File: src/rtl/rr_stream_mux.sv
// rr_stream_mux: N-channel stream multiplexer with round-robin arbitration
// and a registered, skid-buffered output. It holds two beats: the output
// register and one skid register.
//
// Optional build macro: RR_STREAM_MUX_PACKET_LOCK_EN
//   When this macro is defined, a packet that starts on one channel keeps the
//   grant on that channel until its s_last beat is accepted.
//   When it is undefined, arbitration is per beat and s_last is only passed
//   through to m_last.
//
// Ports:
//   clock    : single clock, rising edge
//   rst_n    : asynchronous active-low reset
//   s_valid  : [NCH] per-channel valid
//   s_data   : [NCH*DSIZE] channel k occupies [k*DSIZE +: DSIZE]
//   s_last   : [NCH] per-channel end-of-packet
//   s_ready  : [NCH] per-channel ready, one-hot or zero
//   m_valid  : output beat valid
//   m_data   : [DSIZE] output data
//   m_last   : output end-of-packet
//   m_chan   : [CW] source channel of the current output beat
//   m_ready  : downstream ready
module rr_stream_mux #(
  parameter int DSIZE = 8,
  parameter int NCH   = 4,
  localparam int CW   = (NCH > 1) ? $clog2(NCH) : 1
) (
  input  logic                 clock,
  input  logic                 rst_n,
  input  logic [NCH-1:0]       s_valid,
  input  logic [NCH*DSIZE-1:0] s_data,
  input  logic [NCH-1:0]       s_last,
  output logic [NCH-1:0]       s_ready,
  output logic                 m_valid,
  output logic [DSIZE-1:0]     m_data,
  output logic                 m_last,
  output logic [CW-1:0]        m_chan,
  input  logic                 m_ready
);

  logic [CW-1:0]    r_ptr;
  logic             r_out_valid;
  logic [DSIZE-1:0] r_out_data;
  logic             r_out_last;
  logic [CW-1:0]    r_out_chan;
  logic             r_skid_valid;
  logic [DSIZE-1:0] r_skid_data;
  logic             r_skid_last;
  logic [CW-1:0]    r_skid_chan;

  logic [NCH-1:0]   w_req;
  logic [NCH-1:0]   w_req_hi;
  logic             w_gnt_any;
  logic [CW-1:0]    w_gnt_idx;
  logic [CW-1:0]    w_ptr_next;
  logic             w_in_room;
  logic             w_accept;
  logic             w_out_load;
  logic [DSIZE-1:0] w_sel_data;
  logic             w_sel_last;

`ifdef RR_STREAM_MUX_PACKET_LOCK_EN
  logic             r_lock;
  logic [CW-1:0]    r_lock_ch;

  // While locked, only the lock owner may request; the owner is then the
  // only candidate, so the round-robin search below grants it directly.
  always_comb begin
    for (int k = 0; k < NCH; k++) begin
      w_req[k] = s_valid[k] & (~r_lock | (r_lock_ch == CW'(k)));
    end
  end
`else
  assign w_req = s_valid;
`endif

  // Round-robin search: requests at or above ptr take priority, otherwise
  // the search wraps to the lowest requesting channel. Iterating downward
  // lets the lowest-index match in each group win.
  always_comb begin
    w_gnt_any = 1'b0;
    w_gnt_idx = '0;
    for (int k = 0; k < NCH; k++) begin
      w_req_hi[k] = w_req[k] & (k >= int'(r_ptr));
    end
    if (|w_req_hi) begin
      w_gnt_any = 1'b1;
      for (int k = NCH - 1; k >= 0; k--) begin
        if (w_req_hi[k]) w_gnt_idx = CW'(k);
      end
    end else if (|w_req) begin
      w_gnt_any = 1'b1;
      for (int k = NCH - 1; k >= 0; k--) begin
        if (w_req[k]) w_gnt_idx = CW'(k);
      end
    end
  end

  always_comb begin
    w_sel_data = '0;
    w_sel_last = 1'b0;
    for (int k = 0; k < NCH; k++) begin
      if (w_gnt_idx == CW'(k)) begin
        w_sel_data = s_data[k*DSIZE +: DSIZE];
        w_sel_last = s_last[k];
      end
    end
  end

  // Room depends only on registered state, so m_ready never reaches s_ready.
  assign w_in_room  = ~r_skid_valid;
  assign w_accept   = w_gnt_any & w_in_room;
  assign w_out_load = ~r_out_valid | m_ready;
  assign w_ptr_next = (w_gnt_idx == CW'(NCH - 1)) ? '0 : w_gnt_idx + CW'(1);

  // rst_n also gates ready so no channel sees a grant while reset is held.
  always_comb begin
    for (int k = 0; k < NCH; k++) begin
      s_ready[k] = w_accept & rst_n & (w_gnt_idx == CW'(k));
    end
  end

  always_ff @(posedge clock or negedge rst_n) begin
    if (!rst_n) begin
      r_out_valid  <= 1'b0;
      r_out_data   <= '0;
      r_out_last   <= 1'b0;
      r_out_chan   <= '0;
      r_skid_valid <= 1'b0;
      r_skid_data  <= '0;
      r_skid_last  <= 1'b0;
      r_skid_chan  <= '0;
    end else if (w_out_load) begin
      // The skid beat is older than any new beat, so it drains first.
      // A new beat cannot be accepted in that cycle because the skid is full.
      if (r_skid_valid) begin
        r_out_valid  <= 1'b1;
        r_out_data   <= r_skid_data;
        r_out_last   <= r_skid_last;
        r_out_chan   <= r_skid_chan;
        r_skid_valid <= 1'b0;
      end else if (w_accept) begin
        r_out_valid  <= 1'b1;
        r_out_data   <= w_sel_data;
        r_out_last   <= w_sel_last;
        r_out_chan   <= w_gnt_idx;
      end else begin
        r_out_valid  <= 1'b0;
      end
    end else if (w_accept) begin
      r_skid_valid <= 1'b1;
      r_skid_data  <= w_sel_data;
      r_skid_last  <= w_sel_last;
      r_skid_chan  <= w_gnt_idx;
    end
  end

  always_ff @(posedge clock or negedge rst_n) begin
    if (!rst_n) begin
      r_ptr <= '0;
    end else if (w_accept) begin
      r_ptr <= w_ptr_next;
    end
  end

`ifdef RR_STREAM_MUX_PACKET_LOCK_EN
  // A non-last beat opens or continues a packet. A last beat closes it.
  // A single-beat packet therefore never sets the lock.
  always_ff @(posedge clock or negedge rst_n) begin
    if (!rst_n) begin
      r_lock    <= 1'b0;
      r_lock_ch <= '0;
    end else if (w_accept) begin
      r_lock    <= ~w_sel_last;
      r_lock_ch <= w_gnt_idx;
    end
  end
`endif

  assign m_valid = r_out_valid;
  assign m_data  = r_out_data;
  assign m_last  = r_out_last;
  assign m_chan  = r_out_chan;

endmodule

File: config.mk
export PLATFORM = sky130hd
export DESIGN_NAME = rr_stream_mux
export DESIGN_NICKNAME = d
export VERILOG_FILES = /design/src/rtl/rr_stream_mux.sv
export SDC_FILE = /design/constraint.sdc
export NUM_CORES = 1
export LEC_CHECK = 0
export ABC_AREA = 1
export BUFFER_PORTS_ARGS = -buffer_cell sky130_fd_sc_hd__buf_4
export CAP_MARGIN = 10
export CORE_MARGIN = 8
export CORE_UTILIZATION = 40
export DETAILED_ROUTE_END_ITERATION = 12
export HOLD_SLACK_MARGIN = 0.15
export PLACE_DENSITY_LB_ADDON = 0.25
export SLEW_MARGIN = 5
export SYNTH_ARGS = -nofsm -noshare
export SYNTH_HDL_FRONTEND = slang
export SYNTH_SLANG_ARGS = --single-unit
File: constraint.sdc
create_clock -name clock -period 5.1 [get_ports clock]
set_clock_uncertainty 0.05 [all_clocks]
set_input_delay 0.765 -clock clock [delete_from_list [all_inputs] [get_ports clock]]
set_output_delay 0.765 -clock clock [all_outputs]
set_load 0.01 [all_outputs]
---- After elaboration in Yosys (flattened, before gate mapping) ----
Cells that the tools add are included.
word-level totals
  memories kept ........................... 0
  bits in latches ......................... 0
  memory bits (writable) .................. 0
  bits in registers ....................... 26
  ROM bits ................................ 0
cells by class
  shift operators ......................... 0
  order comparisons ....................... 3
  eq/ne operators ......................... 3
  reduce and logical (&&, ||, !) cells .... 7
  div/mod/pow operators ................... 0
  multiplexer cells ....................... 30
  add/sub/neg operators ................... 1
  multipliers ............................. 0
  bitwise gates (word level) .............. 13
operator list
  operator                                                           count
  two-way mux 8 bit                                                  6
  two-way mux 2 bit                                                  12
  two-way mux 1 bit                                                  12
  bitwise AND 1 bit                                                  9
  OR reduction 4 bit                                                 2
  equality test 2 bit (second input constant)                        2
  greater-or-equal comparator 1 x 2 -> 1 bit (first input constant)  2
  AND reduction 2 bit                                                2
  nonzero test 2 bit                                                 2
  NOT 1 bit                                                          3
  adder 2 x 1 -> 2 bit (second input constant)                       1
  equality test 2 x 1 -> 1 bit (second input constant)               1
  greater-or-equal comparator 2 bit (first input constant)           1
  logical NOT 2 bit                                                  1
  bitwise OR 1 bit                                                   1

---- Logic depth before layout (Yosys ltp) ----
  word-level depth ........................ 13
  depth in mapped cells ................... 15

---- Worst setup path after synthesis ----
Ideal clock, no wire load.
  path kind ............................... in2out
  from .................................... in s_valid[1]
  to ...................................... out s_ready[3]
  required time ........................... 4285 ps
  buffers on the path ..................... 2
  arrival time ............................ 1927 ps
  slack ................................... 2358 ps
  stages on the path ...................... 10
  cells stage by stage .................... inv_1 > nor2_1 > a21oi_1 > nand2_1 > inv_1 > ha_1 > buf_2 > buf_2 > inv_1 > nor2_1
between the ends
  cells in the longest elaborated chain, start to end .. 6
ends and longest elaborated chain
  element                                                 line    text
  from (decl)                                             30      input logic [NCH-1:0] s_valid,
  two-way mux 2 bit or bitwise AND 1 bit (tied branches)  94, 84
  two-way mux 2 bit, on equally long branches             94, 89
  two-way mux 2 bit, on equally long branches             91, 89
  two-way mux 2 bit (*)                                   86      if (|w_req_hi) begin
  named net w_gnt_idx[1]                                  54      logic [CW-1:0] w_gnt_idx;
  equality test 2 bit (*)                                 119     s_ready[k] = w_accept & rst_n & (w_gnt_idx == CW'(k));
  bitwise AND 1 bit (*)                                   119
  to (decl)                                               33      output logic [NCH-1:0] s_ready,
Mark *: on every way through the listed nets, which the timed path passes. The rest lies on a longest branch.

---- Final worst setup path ----
Ends and elaborated chain as after synthesis.

==> flow_metrics.tcl <==
set metrics [dict create \
    synthCells 247 \
    worstPathRequired_ns 4.28 \
    synth_fa_ha_area_frac 0.02950 \
    tightestPinTransition_ns 0.6108 \
    antenna_found_initial 0 \
    placed_area_sq_mm 0.002133 \
    start_kind "primary input" \
    fin_crit_sh 0.6097 \
    drt-total-wl_microns 4291 \
    yosys_warnings 0 \
    intPower_mw 0.5940 \
    post-dp-hpwl_microns 3358 \
    yosysTopAreaCell "dfrtp_1" \
    critPathMaxFanout 19 \
    synth_top_area_share 0.3835 \
    coreArea_sq_mm 0.004029 \
    max_freq_mhz 321.6 \
    cts.reportedPaths.clkPinSlew_ns 0.09 \
    ctsHtreeMaxLevel 1 \
    avgRoutedWirePerCell_microns 12.23 \
    insertion_delay_ns 0.27 \
    status "finished clean" \
    synth_top_cells_by_area "dfrtp_1 38%, nand2_1 22%, nor2_1 6.9%" \
    nets 349 \
    finalSetupTns_ns 0 \
    first_global_vias 1513 \
    drt_iter0_markers 60 \
    r2r_end "m_last" \
    reg2reg_from "r_ptr[1]" \
    power.density_mw_per_mm2 472.3 \
    power.total_mw 1.034 \
    cts_buffers 3 \
    ys_types 26 \
    synth_xor_area_frac 0 \
    hold_buffers 0 \
    postCtsSetupBuffers 0 \
    path_class "primary input to output port" \
    ys_ff_latch 26 \
    synth.avg_cell_area_sq_um 6.869 \
    arrival_ns 2.29 \
    hold_viol 0 \
    drive_gt1_frac 0.2924 \
    p_sw_frac 0.4253 \
    vias_per_cell 4.561 \
    p_leak_nw 1.219 \
    comb_power_share 0.541 \
    drc 0 \
    dieHeight_microns 81.13 \
    ant_nets 0 \
    cts-resized-gates 0 \
    syn_nets 294 \
    hold_class "primary input to asynchronous set/reset pin" \
    area_delta_synth_final_pct 28.98 \
    grt_overflow 0 \
    die_x_microns 81.13 \
    ys_seq_area_frac 0.3835 \
    syn_area_sq_mm 0.001697 \
    cap_violations 0 \
    diodes 0 \
    port_buffers 58 \
    grt_max_degree 28 \
    endpoint_kind "output port" \
    vias 1601 \
    synth_top_family_by_area "simple AND/OR/NAND/NOR gates" \
    cts_root_buffer "clkbuf_8" \
    rsz0062_at_grt "no" \
    clockBufferDepth 2 \
    yosys.area_share.simple 0.3931 \
    start_util 0.4211 \
    grtUsageTotal 0.1298 \
    num_io_pins 59 \
    cts_tree "done" \
    ff2ff_path_depth 13 \
    clkSinkCount 26 \
    seq_power_share 0.330 \
    setup_viol 0 \
    grt_pass1_wl_microns 6955 \
    dr.pass1.iters 4 \
    num_rows 23 \
    switchingPower_mw 0.4396 \
    min_period_ns 3.109 \
    die_area_sq_mm 0.006581 \
    slew_violations 0 \
    ir_drop_v 0.0002374 \
    fin_area_sq_mm 0.002188 \
    synth_compound_area_frac 0.1047 \
    gp_routability_congestion 0.8280 \
    synthMuxAreaShare 0 \
    r2r_slack_ns 2.88 \
    slew_headroom 0.5928 \
    clockPowerShare 0.129 \
]
## cell usage in the layout, fill, tap and decap left out
cell type | synthesis | final
o21ai_1 | 2 | 2
nor2_2 | 2 | 2
buf_4 | 1 | 58
dfrtp_1 | 26 | 26
nand2_2 | 7 | 7
a21oi_1 | 12 | 12
ha_1 | 4 | 4
nand2_1 | 98 | 98
o21ai_0 | 4 | 4
nand3_1 | 14 | 14
nor2_1 | 31 | 31
o211ai_2 | 1 | 1
nor2_8 | 1 | 1
clkbuf_8 | 0 | 4
o21ai_2 | 7 | 7
o21a_1 | 1 | 1
inv_2 | 5 | 5
a31oi_1 | 1 | 1
or2_4 | 1 | 1
nand3_2 | 1 | 1
nand2_4 | 1 | 1
nand4_1 | 1 | 1
inv_1 | 19 | 19
## flip-flops by register name (all words and copies together), names as in the netlist
register,count
r_skid_data,8
m_data,8
r_skid_chan,2
r_ptr,2
r_skid_valid,1
m_last,1
m_valid,1
r_skid_last,1
m_chan,2
## worst max-delay path: stages
cell and delay, ns:
buf_4 0.11, inv_1 0.06, nor2_1 0.05, a21oi_1 0.15, nand2_1 0.16, inv_1 0.11, ha_1 0.55, inv_1 0.09
nor2_1 0.12, buf_4 0.13
## kinds of logic after synthesis
group           after synthesis
simple gates                157
buf+inv                      32
compound gates               28
flops                        26
fa+ha+maj                     4
## power groups by stage
stage / combinational [mW] / sequential (mW) / clock, mW
2_1_floorplan: 0.377 / 0.357 / 0
4_1_cts: 0.567 / 0.341 / 0.135
3_3_place_gp: 0.559 / 0.343 / 0
6_report: 0.560 / 0.341 / 0.133
5_1_grt: 0.641 / 0.355 / 0.144
3_5_place_dp: 0.563 / 0.345 / 0
## worst max-delay path by stage
stage,cells past startpoint,endpoint,slack (ns),start
floorplan,10,s_ready[3],2.36,s_valid[1]
global route,10,s_ready[3],1.77,s_valid[1]
CTS,10,s_ready[3],1.98,s_valid[1]
global placement,10,s_ready[3],2.01,s_valid[1]
finish,10,s_ready[3],1.99,s_valid[1]
detailed placement,10,s_ready[3],1.98,s_valid[1]
## synth_stat cells
library cell	count
o211ai_2	1
nand2_2	7
inv_1	19
inv_2	5
nor2_2	2
ha_1	4
o21a_1	1
buf_2	3
nand4_1	1
buf_6	1
clkbuf_1	2
nand2_4	1
nand2_1	98
nor2_8	1
nor2_1	31
buf_4	1
a31oi_1	1
a21oi_1	12
o21ai_2	7
nand3_2	1
o21ai_0	4
o21ai_1	2
buf_12	1
dfrtp_1	26
nand3_1	14
or2_4	1
## stage by stage
| stage | instances | hold slack (ns) | util | setup WS (ns) |
|---|---|---|---|---|
| final | 351 | 0.3364 | 0.5432 | 1.991 |
| after global routing | 351 | 0.3594 | 0.5432 | 1.766 |
| after CTS | 351 | 0.3549 | 0.5432 | 1.976 |
| after detailed placement | 347 | 0.4168 | 0.5295 | 1.984 |
| after global placement | 347 | 0.4145 | 0.5295 | 2.013 |
| after floorplan | 247 | 0.4037 | - | 2.358 |
## area by class of cell
type	count	area, sq um
Clock buffer	4	55.05
Fill cell	390	1841
Inverter	24	90.09
Multi-Input combinational cell	189	894.6
Sequential cell	26	650.6
Tap cell	50	62.56
Timing Repair Buffer	58	435.4
## layer usage
layer / part of all wire / global-route usage / wire [microns]
met5: 0 / 0 / 0
met4: 0.010 / 0.04286 / 44
met3: 0.099 / 0.03753 / 426
met2: 0.39 / 0.1917 / 1653
met1: 0.50 / 0.1770 / 2166
Power figures use the tool's default switching activity.
